$ cat config.mk
export PLATFORM = sky130hd
export DESIGN_NAME = mem_port_arbiter
export DESIGN_NICKNAME = d
export VERILOG_FILES = /design/src/rtl/mips_pkg.sv /design/src/rtl/wait_timer.sv /design/src/rtl/mem_port_arbiter.sv
export SDC_FILE = /design/constraint.sdc
export NUM_CORES = 1
export LEC_CHECK = 0
export CAP_MARGIN = 20
export CORE_AREA = 2 2 121 123
export CTS_BUF_LIST = sky130_fd_sc_hd__clkbuf_2 sky130_fd_sc_hd__clkbuf_4 sky130_fd_sc_hd__clkbuf_8
export DETAILED_ROUTE_END_ITERATION = 10
export DIE_AREA = 0 0 123 125
export GPL_ROUTABILITY_DRIVEN = 0
export PLACE_DENSITY = 0.8
export SLEW_MARGIN = 25
export SYNTH_ARGS = -nofsm -noshare
export SYNTH_HDL_FRONTEND = slang
export SYNTH_SLANG_ARGS = --single-unit
$ cat constraint.sdc
create_clock -name clk -period 5.84 [get_ports clk]
set_input_delay 0.876 -clock clk [delete_from_list [all_inputs] [get_ports clk]]
set_output_delay 0.876 -clock clk [all_outputs]
set_load 0.03 [all_outputs]
$ cat src/rtl/mips_pkg.sv
// Shared encodings and default widths for the pipeline memory-port logic.
package mips_pkg;

  localparam int unsigned ADDR_W_DEF = 32;
  localparam int unsigned DATA_W_DEF = 32;

  localparam logic [1:0] OWN_IDLE = 2'd0;
  localparam logic [1:0] OWN_IF   = 2'd1;
  localparam logic [1:0] OWN_MEM  = 2'd2;

  typedef enum logic [1:0] {
    ST_IDLE   = 2'd0,
    ST_BUSY_I = 2'd1,
    ST_BUSY_D = 2'd2
  } arb_state_e;

endpackage

$ cat src/rtl/wait_timer.sv
// Clear/enable cycle counter; expired flags that LIMIT busy cycles have elapsed.
module wait_timer #(
  parameter int unsigned LIMIT = 15
) (
  input  logic clk,
  input  logic rst,
  input  logic clr,
  input  logic en,
  output logic expired
);

  localparam int unsigned CNT_W = $clog2(LIMIT + 1);

  logic [CNT_W-1:0] count;

  always_ff @(posedge clk or posedge rst) begin
    if (rst) begin
      count <= '0;
    end else if (clr) begin
      count <= '0;
    end else if (en && !expired) begin
      count <= count + CNT_W'(1);
    end
  end

  assign expired = (count == CNT_W'(LIMIT));

endmodule

$ cat src/rtl/mem_port_arbiter.sv
// Round-robin arbiter sharing one variable-latency memory between the fetch and
// data ports, with a single outstanding transaction and a hung-access watchdog.
module mem_port_arbiter
  import mips_pkg::*;
#(
  parameter int unsigned ADDR_W  = ADDR_W_DEF,
  parameter int unsigned DATA_W  = DATA_W_DEF,
  parameter int unsigned TIMEOUT = 15
) (
  input  logic              clk,
  input  logic              rst,
  input  logic              i_req,
  input  logic [ADDR_W-1:0] i_addr,
  output logic [DATA_W-1:0] i_rdata,
  output logic              i_ack,
  output logic              i_stall,
  input  logic              d_req,
  input  logic              d_we,
  input  logic [ADDR_W-1:0] d_addr,
  input  logic [DATA_W-1:0] d_wdata,
  output logic [DATA_W-1:0] d_rdata,
  output logic              d_ack,
  output logic              d_stall,
  output logic              m_req,
  output logic              m_we,
  output logic [ADDR_W-1:0] m_addr,
  output logic [DATA_W-1:0] m_wdata,
  input  logic              m_ack,
  input  logic [DATA_W-1:0] m_rdata,
  output logic [1:0]        owner,
  input  logic              err_clr,
  output logic              bus_err
);

  arb_state_e        state_q, state_d;
  logic              m_req_d, m_we_d, i_ack_d, d_ack_d, bus_err_d;
  logic              last_mem, last_mem_d;
  logic [ADDR_W-1:0] m_addr_d;
  logic [DATA_W-1:0] m_wdata_d, i_rdata_d, d_rdata_d, done_rdata;
  logic [1:0]        owner_d;
  logic              timer_clr, timer_en, timer_expired, abort;

  wait_timer #(
    .LIMIT (TIMEOUT)
  ) u_wait_timer (
    .clk     (clk),
    .rst     (rst),
    .clr     (timer_clr),
    .en      (timer_en),
    .expired (timer_expired)
  );

  // Next-state, arbitration and datapath update
  always_comb begin
    state_d    = state_q;
    m_req_d    = m_req;
    m_we_d     = m_we;
    m_addr_d   = m_addr;
    m_wdata_d  = m_wdata;
    i_ack_d    = 1'b0;
    d_ack_d    = 1'b0;
    i_rdata_d  = i_rdata;
    d_rdata_d  = d_rdata;
    owner_d    = owner;
    last_mem_d = last_mem;
    timer_clr  = 1'b0;
    timer_en   = 1'b0;
    abort      = 1'b0;
    done_rdata = '0;

    case (state_q)
      ST_IDLE: begin
        timer_clr = 1'b1;
        // A tie goes to whichever port was not served last
        if (d_req && (!i_req || !last_mem)) begin
          state_d    = ST_BUSY_D;
          m_req_d    = 1'b1;
          m_we_d     = d_we;
          m_addr_d   = d_addr;
          m_wdata_d  = d_wdata;
          owner_d    = OWN_MEM;
          last_mem_d = 1'b1;
        end else if (i_req) begin
          state_d    = ST_BUSY_I;
          m_req_d    = 1'b1;
          m_we_d     = 1'b0;
          m_addr_d   = i_addr;
          m_wdata_d  = '0;
          owner_d    = OWN_IF;
          last_mem_d = 1'b0;
        end
      end

      ST_BUSY_I, ST_BUSY_D: begin
        if (m_ack || timer_expired) begin
          abort      = !m_ack;
          done_rdata = (m_ack && !m_we) ? m_rdata : '0;
          state_d    = ST_IDLE;
          m_req_d    = 1'b0;
          m_we_d     = 1'b0;
          owner_d    = OWN_IDLE;
          timer_clr  = 1'b1;
          if (state_q == ST_BUSY_I) begin
            i_ack_d   = 1'b1;
            i_rdata_d = done_rdata;
          end else begin
            d_ack_d   = 1'b1;
            d_rdata_d = done_rdata;
          end
        end else begin
          timer_en = 1'b1;
        end
      end

      default: state_d = ST_IDLE;
    endcase

    // Abort sets the sticky error even if a clear arrives in the same cycle
    bus_err_d = bus_err;
    if (abort) begin
      bus_err_d = 1'b1;
    end else if (err_clr) begin
      bus_err_d = 1'b0;
    end
  end

  always_ff @(posedge clk or posedge rst) begin
    if (rst) begin
      state_q  <= ST_IDLE;
      m_req    <= 1'b0;
      m_we     <= 1'b0;
      m_addr   <= '0;
      m_wdata  <= '0;
      i_ack    <= 1'b0;
      d_ack    <= 1'b0;
      i_rdata  <= '0;
      d_rdata  <= '0;
      owner    <= OWN_IDLE;
      bus_err  <= 1'b0;
      last_mem <= 1'b0;
    end else begin
      state_q  <= state_d;
      m_req    <= m_req_d;
      m_we     <= m_we_d;
      m_addr   <= m_addr_d;
      m_wdata  <= m_wdata_d;
      i_ack    <= i_ack_d;
      d_ack    <= d_ack_d;
      i_rdata  <= i_rdata_d;
      d_rdata  <= d_rdata_d;
      owner    <= owner_d;
      bus_err  <= bus_err_d;
      last_mem <= last_mem_d;
    end
  end

  // Stalls depend only on the request and the registered ack
  assign i_stall = i_req & ~i_ack;
  assign d_stall = d_req & ~d_ack;

endmodule
* Yosys cells after proc, flatten, opt, wreduce, memory -nomap -nowiden
Index checks and enable logic that the tools add are counted.
Widths: inputs -> output; s select.
** Word-level totals
- Word-level logic and storage cells :: 79
- Input port bits :: 135
- Output and inout bits :: 137
- Flip-flop bits (word level) :: 142
** Cells by class
- Bitwise gates (word level) :: 5
- Reductions and logical operators :: 21
- Add/sub/neg operators :: 1
- Equality and inequality tests :: 5
- Mux-type cells :: 34
** Operator list (number)
- $mux 32 :: 5
- $mux 1 :: 19
- $reduce_and 3->1 :: 3
- $mux 4 :: 2
- $pmux 2 s2 :: 2
- $reduce_bool 2->1 :: 4
- $mux 2 :: 3
- $pmux 1 s2 :: 3
- $logic_not 1->1 :: 5
- $add 4x1->4 const B :: 1
- $eq 4x4->1 const B :: 1
- $reduce_and 2->1 :: 2
- $logic_and 1x1->1 :: 3
- $ne 3x3->1 const B :: 1
- $not 1->1 :: 3
- $and 1x1->1 :: 2
- $eq 2x1->1 const B :: 1
- $eq 2x2->1 const B :: 1
- $logic_not 2->1 :: 1
- $logic_or 1x1->1 :: 2
- $ne 2x2->1 const B :: 1
- $reduce_or 2->1 :: 1

* Depth between registers and ports, before layout
Gate-level depths: netlist (run 1).
- Word-level depth :: 7
- Mapped depth :: 7
- Depth with buffers taken out :: 5

* By module
From an unflattened synthesis (run 1), not the netlist that was laid out.
** Second synthesis, totals
- Cell total of the unflattened synthesis :: 560
- Area, all modules :: 5746.8 um2
** By module, submodules not included
- mem_port_arbiter :: times used 1, sequential area each 3453.3 um2, area each 5514.0 um2, cells an instance 539
- wait_timer :: times used 1, sequential area each 100.1 um2, area each 232.7 um2, cells an instance 21

* Worst setup path after synthesis (run 1)
OpenSTA, ideal clock, no wires.
- Kind :: input to output
- From :: in i_req
- To :: out i_stall
- Arrival :: 1.331 ns
- Setup slack :: 3.633 ns
- Path buffers :: 0
- Stages on the path :: 1
- Required time :: 4.964 ns
- Cells stage by stage :: nor2b_1
** Between the ends
- Cells in the longest elaborated chain, start to end :: 1
** Ends and longest elaborated chain
- start: declaration :: line mem_port_arbiter.sv:12 : input logic i_req,
- $and 1x1->1 :: line mem_port_arbiter.sv:158 : assign i_stall = i_req & ~i_ack;
- end: declaration :: line mem_port_arbiter.sv:16 : output logic i_stall,
Every way passes these cells.

* Worst setup path in the final report (run 1)
- From :: in d_req
- To :: out d_stall
** Between the ends
- Cells in the longest elaborated chain, start to end :: 1
** Ends and longest elaborated chain
- start: declaration :: line mem_port_arbiter.sv:17 : input logic d_req,
- $and 1x1->1 :: line mem_port_arbiter.sv:159 : assign d_stall = d_req & ~d_ack;
- end: declaration :: line mem_port_arbiter.sv:23 : output logic d_stall,
Every way passes these cells.

==> results of run 1 <==
==> final timing paths <==
kind / startpoint / endpoint / slack [ns] / cells past startpoint
max in group asynchronous: rst / m_wdata[28] / 3.62 / 3
max reg2reg: state_q[0] / d_rdata[19] / 3.68 / 6
min reg2reg: d_rdata[10] / d_rdata[10] / 0.49 / 1
min: d_rdata[10] / d_rdata[10] / 0.49 / 1
min in group asynchronous: rst / m_wdata[10] / 0.97 / 2
max: d_req / d_stall / 2.53 / 4
==> per-layer routing <==
| metal | track usage (%) | vias to the layer above | share of wire, % |
|---|---|---|---|
| li1 | - | 2075 | - |
| met1 | 24.9 | 2282 | 38 |
| met2 | 38.5 | 188 | 52 |
| met3 | 6.39 | 45 | 6.6 |
| met4 | 9.89 | 0 | 3.7 |
| met5 | 0 | - | 0 |
==> worst reg2reg max path, cell delays in order (launching register included) <==
cell and delay [ns]:
dfrtp_1 0.38, inv_1 0.07, ha_1 0.39, inv_1 0.15
nor3_4 0.20, buf_4 0.44, mux2_2 0.42
==> cell usage in the layout (no fill, tap or decap), types with 4 or more instances in the layout <==
| cell | netlist | routed |
|---|---|---|
| clkdlybuf4s50_1 | 0 | 271 |
| dfrtp_1 | 142 | 142 |
| and2_1 | 64 | 64 |
| mux2_2 | 55 | 55 |
| a22o_1 | 32 | 32 |
| clkbuf_8 | 0 | 18 |
| a221o_2 | 17 | 17 |
| a221o_1 | 15 | 15 |
| mux2_1 | 10 | 10 |
| inv_1 | 9 | 8 |
| clkinv_2 | 0 | 5 |
| nor2b_1 | 5 | 4 |
| o21ai_0 | 4 | 4 |
| a21oi_1 | 4 | 4 |
| ha_1 | 4 | 4 |
| clkbuf_4 | 0 | 4 |
| buf_4 | 4 | 4 |
==> stage by stage <==
step                      util (%)  total power, mW  setup WS, ns
after floorplan                  -             3.17          1.15
after global placement        61.3             4.16          2.56
after detailed placement      61.4             4.23          2.52
after CTS                     64.0             5.00          2.52
after global routing          64.0             5.21          2.47
final                         64.0             4.97          2.53
==> state kept, by name, indices dropped and copies added, names as in the netlist <==
| name | flops |
|---|---|
| m_we | 1 |
| state_q | 2 |
| m_wdata | 32 |
| owner | 2 |
| d_ack | 1 |
| i_rdata | 32 |
| u_wait_timer.count | 4 |
| m_addr | 32 |
| bus_err | 1 |
| m_req | 1 |
| last_mem | 1 |
| d_rdata | 32 |
| i_ack | 1 |
==> cell type report <==
| class | instances | area (um2) | area share (%) |
|---|---|---|---|
| Tap cell | 184 | 230 | 2.53 |
| Timing Repair Buffer | 275 | 2740 | 30.2 |
| Multi-Input combinational cell | 244 | 2150 | 23.6 |
| Inverter | 10 | 42.5 | 0.468 |
| Sequential cell | 142 | 3550 | 39.1 |
| Clock buffer | 22 | 278 | 3.06 |
| Clock inverter | 8 | 92.6 | 1.02 |
==> logic make-up after synthesis <==
logic type	after synthesis	synth area share, %
flops	142	60.0
simple gates	88	9.28
compound gates	87	13.2
mux	65	12.4
buf+inv	38	4.23
fa+ha+maj	4	0.846
==> where the power goes <==
group | switching, mW | internal (mW)
sequential | 0.221 | 1.38
clock | 0.357 | 0.401
combinational | 1.43 | 1.18
total | 2.01 | 2.96
==> metrics.md, run 1 <==
| Metric | Value |
|---|---|
| Slew headroom | `around half` |
| Vias | `4590` |
| Post-route cell area | `0.00908 mm2` |
| Clock slew at reported path FFs | `0.07 ns` |
| Layout cells sized above 1 | `16.4%` |
| Area after DPL | `0.00871 mm2` |
| Max_cap viols | `0` |
| Vias in the first global route | `5024` |
| Fin crit share | `a little under three fifths` |
| Async S/R FF share, synth | `100%` |
| Most frequent cell after synthesis | `dfrtp_1` |
| Max Clock Skew | `approximately 0.011 ns` |
| TritonCTS clock tree | `done` |
| Startpoint types | `primary input` |
| Synth top cells by count | `dfrtp_1, and2_1, mux2_2, a22o_1, a221o_2` |
| Routed length per instance | `roughly 19 um` |
| Placed cell count | `855` |
| Sink Count | `142` |
| HPWL after DPL | `11.8 mm` |
| Post-CTS Resized | `0` |
| Area contributors post-synth | `dfrtp_1, mux2_2, and2_1, a22o_1, a221o_2` |
| Worst Path Buf+Inv | `3` |
| CTS root buf | `clkbuf_8` |
| Worst Hold Class | `flip-flop to flip-flop` |
| Vias/cell | `5.19` |
| Top_reg_cell synth | `dfrtp_1` |
| Crit-path leading delay family | `buffers and inverters` |
| Data arrival, critical path | `approximately 2.4 ns` |
| Final min period | `3.31 ns` |
| N_diodes | `0` |
| Worst path max stage delay | `0.68 ns` |
| Initial core utilization | `41.7%` |
| Crit end category | `output pin` |
| # hold bufs at CTS | `0` |
| Die Area | `0.0154 mm2` |
| WS Path Type | `primary input to output pin` |
| CTS max path bufs | `2` |
| Synth warn | `0` |
| DIE HEIGHT | `125 um` |
| First-pass GRT wire length | `26.0 mm` |
| Crit-path max FO | `7` |
| CP Cell Sequence | `clkdlybuf4s50_1, inv_2, nor2_1, clkdlybuf4s50_1` |
| Avg Inst Size Synth | `14.0 um2` |
| DR iter-0 viols | `204` |
| RSZ-0062 raised after global routing | `no` |
| Overall Global Routing Usage | `22.1%` |
| Max stage delay cell, worst path | `clkdlybuf4s50_1` |
| Final hold violation count | `0` |
| Pwr dens | `547 mW/mm2` |
| Top cell by count, worst path | `clkdlybuf4s50_1` |
| Post-CTS setup buffers | `0` |
| Non-Filler Instances | `885` |
| Required time of the critical path | `4.96 ns` |
| Num CTS Buffers | `17` |
| Core Area | `between 0.01 and 0.015 mm2` |
| Pre-antenna DRT Iters | `4` |
| FF+latch count, synth | `142` |
| Cell leakage power | `3.97 nW` |
| Synth area leader | `dfrtp_1` |
| Synth cell types | `41` |
| Synthesis-to-layout area growth | `53.5%` |
| Clk_lat worst skew | `about 0.44 ns` |
| Max Freq | `302 MHz` |
| Filler cell count | `1079` |
| Antenna viol nets, final | `0` |
| Die width | `123 um` |
| Initial antenna violation count | `0` |
| Nets | `829` |
| IO Port Bufs | `271` |
| Post-Synthesis Cells | `~420` |
| Number of enable flip-flop cells after synthesis | `0` |
| Row cnt | `44` |
| VDD IR max | `0.272 mV` |
| Top-area cell type share of the netlist area | `60.0%` |
| DR DRC count | `0` |
| Seq/Total Area, Yosys | `60.0%` |
| Slew Viols, Final | `0` |
| Final WL | `16.7 mm` |
| Global route total overflow | `0` |
| Final hold slack | `between 0.4 and 0.5 ns` |
| Largest net degree at the start of global routing | `84` |
| Synthesized cell area | `between 0.005 and 0.006 mm2` |
| Setup Viol. Count Final | `0` |
| Slew of the pin with the lowest slew margin | `between 0.7 and 0.8 ns` |
| Synth Net Count | `563` |
| Outcome | `finished clean` |
| Final TNS setup | `0 ns` |
| IO Count | `272` |
| H-tree levels | `4` |
Note: power is estimated with default switching activity, not from simulation.
==> inputs of run 2 (changes only) <==
--- a/config.mk
+++ b/config.mk
@@ -6,12 +6,12 @@
 export NUM_CORES = 1
 export LEC_CHECK = 0
 export CAP_MARGIN = 20
-export CORE_AREA = 2 2 121 123
+export CORE_AREA = 2 2 127 129
 export CTS_BUF_LIST = sky130_fd_sc_hd__clkbuf_2 sky130_fd_sc_hd__clkbuf_4 sky130_fd_sc_hd__clkbuf_8
 export DETAILED_ROUTE_END_ITERATION = 10
-export DIE_AREA = 0 0 123 125
+export DIE_AREA = 0 0 129 131
 export GPL_ROUTABILITY_DRIVEN = 0
-export PLACE_DENSITY = 0.8
+export PLACE_DENSITY = 0.77
 export SLEW_MARGIN = 25
 export SYNTH_ARGS = -nofsm -noshare
 export SYNTH_HDL_FRONTEND = slang
==> constraint.sdc (replaced) <==
create_clock -name clk -period 2.8 [get_ports clk]
set_input_delay 0.42 -clock clk [delete_from_list [all_inputs] [get_ports clk]]
set_output_delay 0.42 -clock clk [all_outputs]
set_load 0.03 [all_outputs]
==> metrics.md, run 2 (synthesized netlist as in run 1, its figures left out) <==
| Metric | Value |
|---|---|
| Comb pwr share | `53.0%` |
| Crit path from | `d_req` |
| H-tree levels | `4` |
| Global route total overflow | `0` |
| Slew Viols, Final | `0` |
| Slew headroom | `50.8%` |
| RSZ-0062 raised after global routing | `no` |
| Slew of the pin with the lowest slew margin | `0.738 ns` |
| Max Clock Skew | `about 0.0087 ns` |
| Max Freq | `around 410 MHz` |
| # hold bufs at CTS | `0` |
| Area after DPL | `0.00885 mm2` |
| Final hold slack | `0.496 ns` |
| Pre-antenna DRT Iters | `4` |
| Final Util | `59.2%` |
| Clock share of power | `14.9%` |
| Vias | `4646` |
| Nets | `837` |
| Commonest non-fill, non-tap cell in the layout | `clkdlybuf4s50_1` |
| Required time of the critical path | `2.38 ns` |
| HPWL after DPL | `12.5 mm` |
| CP Cell Sequence | `clkdlybuf4s50_1, inv_2, nor2_1, clkdlybuf4s50_1` |
| Num CTS Buffers | `17` |
| Setup Viol. Count Final | `0` |
| Cell leakage power | `4.00 nW` |
| Worst Hold Class | `primary input to asynchronous set/reset pin` |
| WS Path Type | `primary input to output pin` |
| Final TNS setup | `0 ns` |
| Layout cells sized above 1 | `17.4%` |
| Final WL | `approximately 17 mm` |
| CTS max path bufs | `2` |
| Post-CTS setup buffers | `0` |
| Reg2reg start | `state_q[1]` |
| N_diodes | `0` |
| VDD IR max | `0.682 mV` |
| Crit-path leading delay family | `buffers and inverters` |
| Most frequent cells in the layout | `clkdlybuf4s50_1, dfrtp_1, and2_1, mux2_2, a22o_1` |
| Fin crit share | `86.8%` |
| Sink Count | `142` |
| Crit path depth | `4` |
| Vias/cell | `5.01` |
| Post-route cell area | `0.00923 mm2` |
| Worst Path Buf+Inv | `3` |
| Flop-to-flop setup slack | `0.57 ns` |
| Top cell by count, worst path | `clkdlybuf4s50_1` |
| Largest net degree at the start of global routing | `74` |
| TritonCTS clock tree | `done` |
| Reg2reg end | `m_wdata[10]` |
| Overall Global Routing Usage | `20.3%` |
| IO Count | `272` |
| Routed length per instance | `18.5 um` |
| Initial core utilization | `37.9%` |
| Startpoint types | `primary input` |
| Final hold violation count | `0` |
| Initial antenna violation count | `0` |
| Crit-path max FO | `7` |
| Power Internal | `6.11 mW` |
| Switching share of power | `41.3%` |
| Clock slew at reported path FFs | `0.09 ns` |
| Outcome | `finished clean` |
| Synthesis-to-layout area growth | `55.9%` |
| IO Port Bufs | `271` |
| Final min period | `about 2.4 ns` |
| Max_cap viols | `0` |
| DR DRC count | `0` |
| Vias in the first global route | `4935` |
| Post-CTS Resized | `0` |
| Clk_lat worst skew | `about 0.43 ns` |
| DR iter-0 viols | `195` |
| First-pass GRT wire length | `26.2 mm` |
| Antenna viol nets, final | `0` |
| Die Area | `0.0169 mm2` |
| Total Power | `10.4 mW` |
| Crit end category | `output pin` |
| Max stage delay cell, worst path | `clkdlybuf4s50_1` |
| Seq pwr share | `32.2%` |
| Sw Pwr | `4.30 mW` |
| Filler cell count | `1250` |
| Row cnt | `46` |
| R2R depth | `5` |
| Data arrival, critical path | `2.01 ns` |
| CTS root buf | `clkbuf_8` |
| Critical path destination | `d_stall` |
| Core Area | `0.0156 mm2` |
| DIE HEIGHT | `131 um` |
| Die width | `129 um` |
| Pwr dens | `1130 mW/mm2` |
| Worst path max stage delay | `0.72 ns` |
==> run 2: changes by cell type in the layout (fill, tap and decap cells not counted), sizes merged <==
cell / change
clkinvlp: +6
clkinv: -1
inv: +3
buf: +8
bufinv: -1
clkbuf: -5
==> run 2: cell type report <==
class	instances	area (um2)	share of cell area (%)
sequential	142	3550	38.5
timing repair buffer	283	2850	30.9
multi-input combinational	244	2140	23.2
tap	216	270	2.93
clock buffer	17	234	2.54
clock inverter	15	140	1.52
inverter	10	41.3	0.447
==> run 2: power by group through the flow <==
stage | registers (mW) | clock network, mW | logic, mW
final | 3.35 | 1.55 | 5.52
after global routing | 3.44 | 1.69 | 5.82
after CTS | 3.35 | 1.61 | 5.57
after detailed placement | 3.37 | 0 | 5.55
after global placement | 3.33 | 0 | 5.44
after floorplan | 4.90 | 0 | 1.71
==> run 2: worst min-delay path, stage by stage <==
cell             delay, ns
clkdlybuf4s50_1       0.46
clkinvlp_4            0.14
buf_12                0.32
==> run 2: layer usage <==
metal / global-route usage, % / up-vias / wire, um
met4: 9.14 / 0 / 507
li1: - / 2094 / -
met3: 6.60 / 40 / 1170
met2: 34.5 / 184 / 8730
met1: 23.5 / 2328 / 6710
met5: 0 / - / 0
==> run 2: worst min path at each step <==
stage           startpoint           to  slack [ns]  depth (start not counted)
3_3_place_gp   d_rdata[11]  d_rdata[11]        0.47                          1
3_5_place_dp   m_wdata[29]  m_wdata[29]        0.48                          1
2_1_floorplan     last_mem     last_mem        0.47                          1
5_1_grt                rst   m_wdata[6]        0.48                          3
6_report               rst   m_wdata[6]        0.50                          3
4_1_cts                rst   m_wdata[6]        0.48                          3
==> run 2: per-stage QoR <==
stage,setup WS [ns],instances
6_report,0.369,927
5_1_grt,0.284,927
4_1_cts,0.374,927
3_5_place_dp,0.311,895
3_3_place_gp,0.391,895
2_1_floorplan,0.603,424
==> inputs of run 3 (changes only) <==
--- a/config.mk
+++ b/config.mk
@@ -12,7 +12,7 @@
 export DIE_AREA = 0 0 129 131
 export GPL_ROUTABILITY_DRIVEN = 0
 export PLACE_DENSITY = 0.77
-export SLEW_MARGIN = 25
+export SLEW_MARGIN = 20
 export SYNTH_ARGS = -nofsm -noshare
 export SYNTH_HDL_FRONTEND = slang
 export SYNTH_SLANG_ARGS = --single-unit
==> results of run 3 <==
No change in the layout: final DEF, timing and power equal those of run 2.
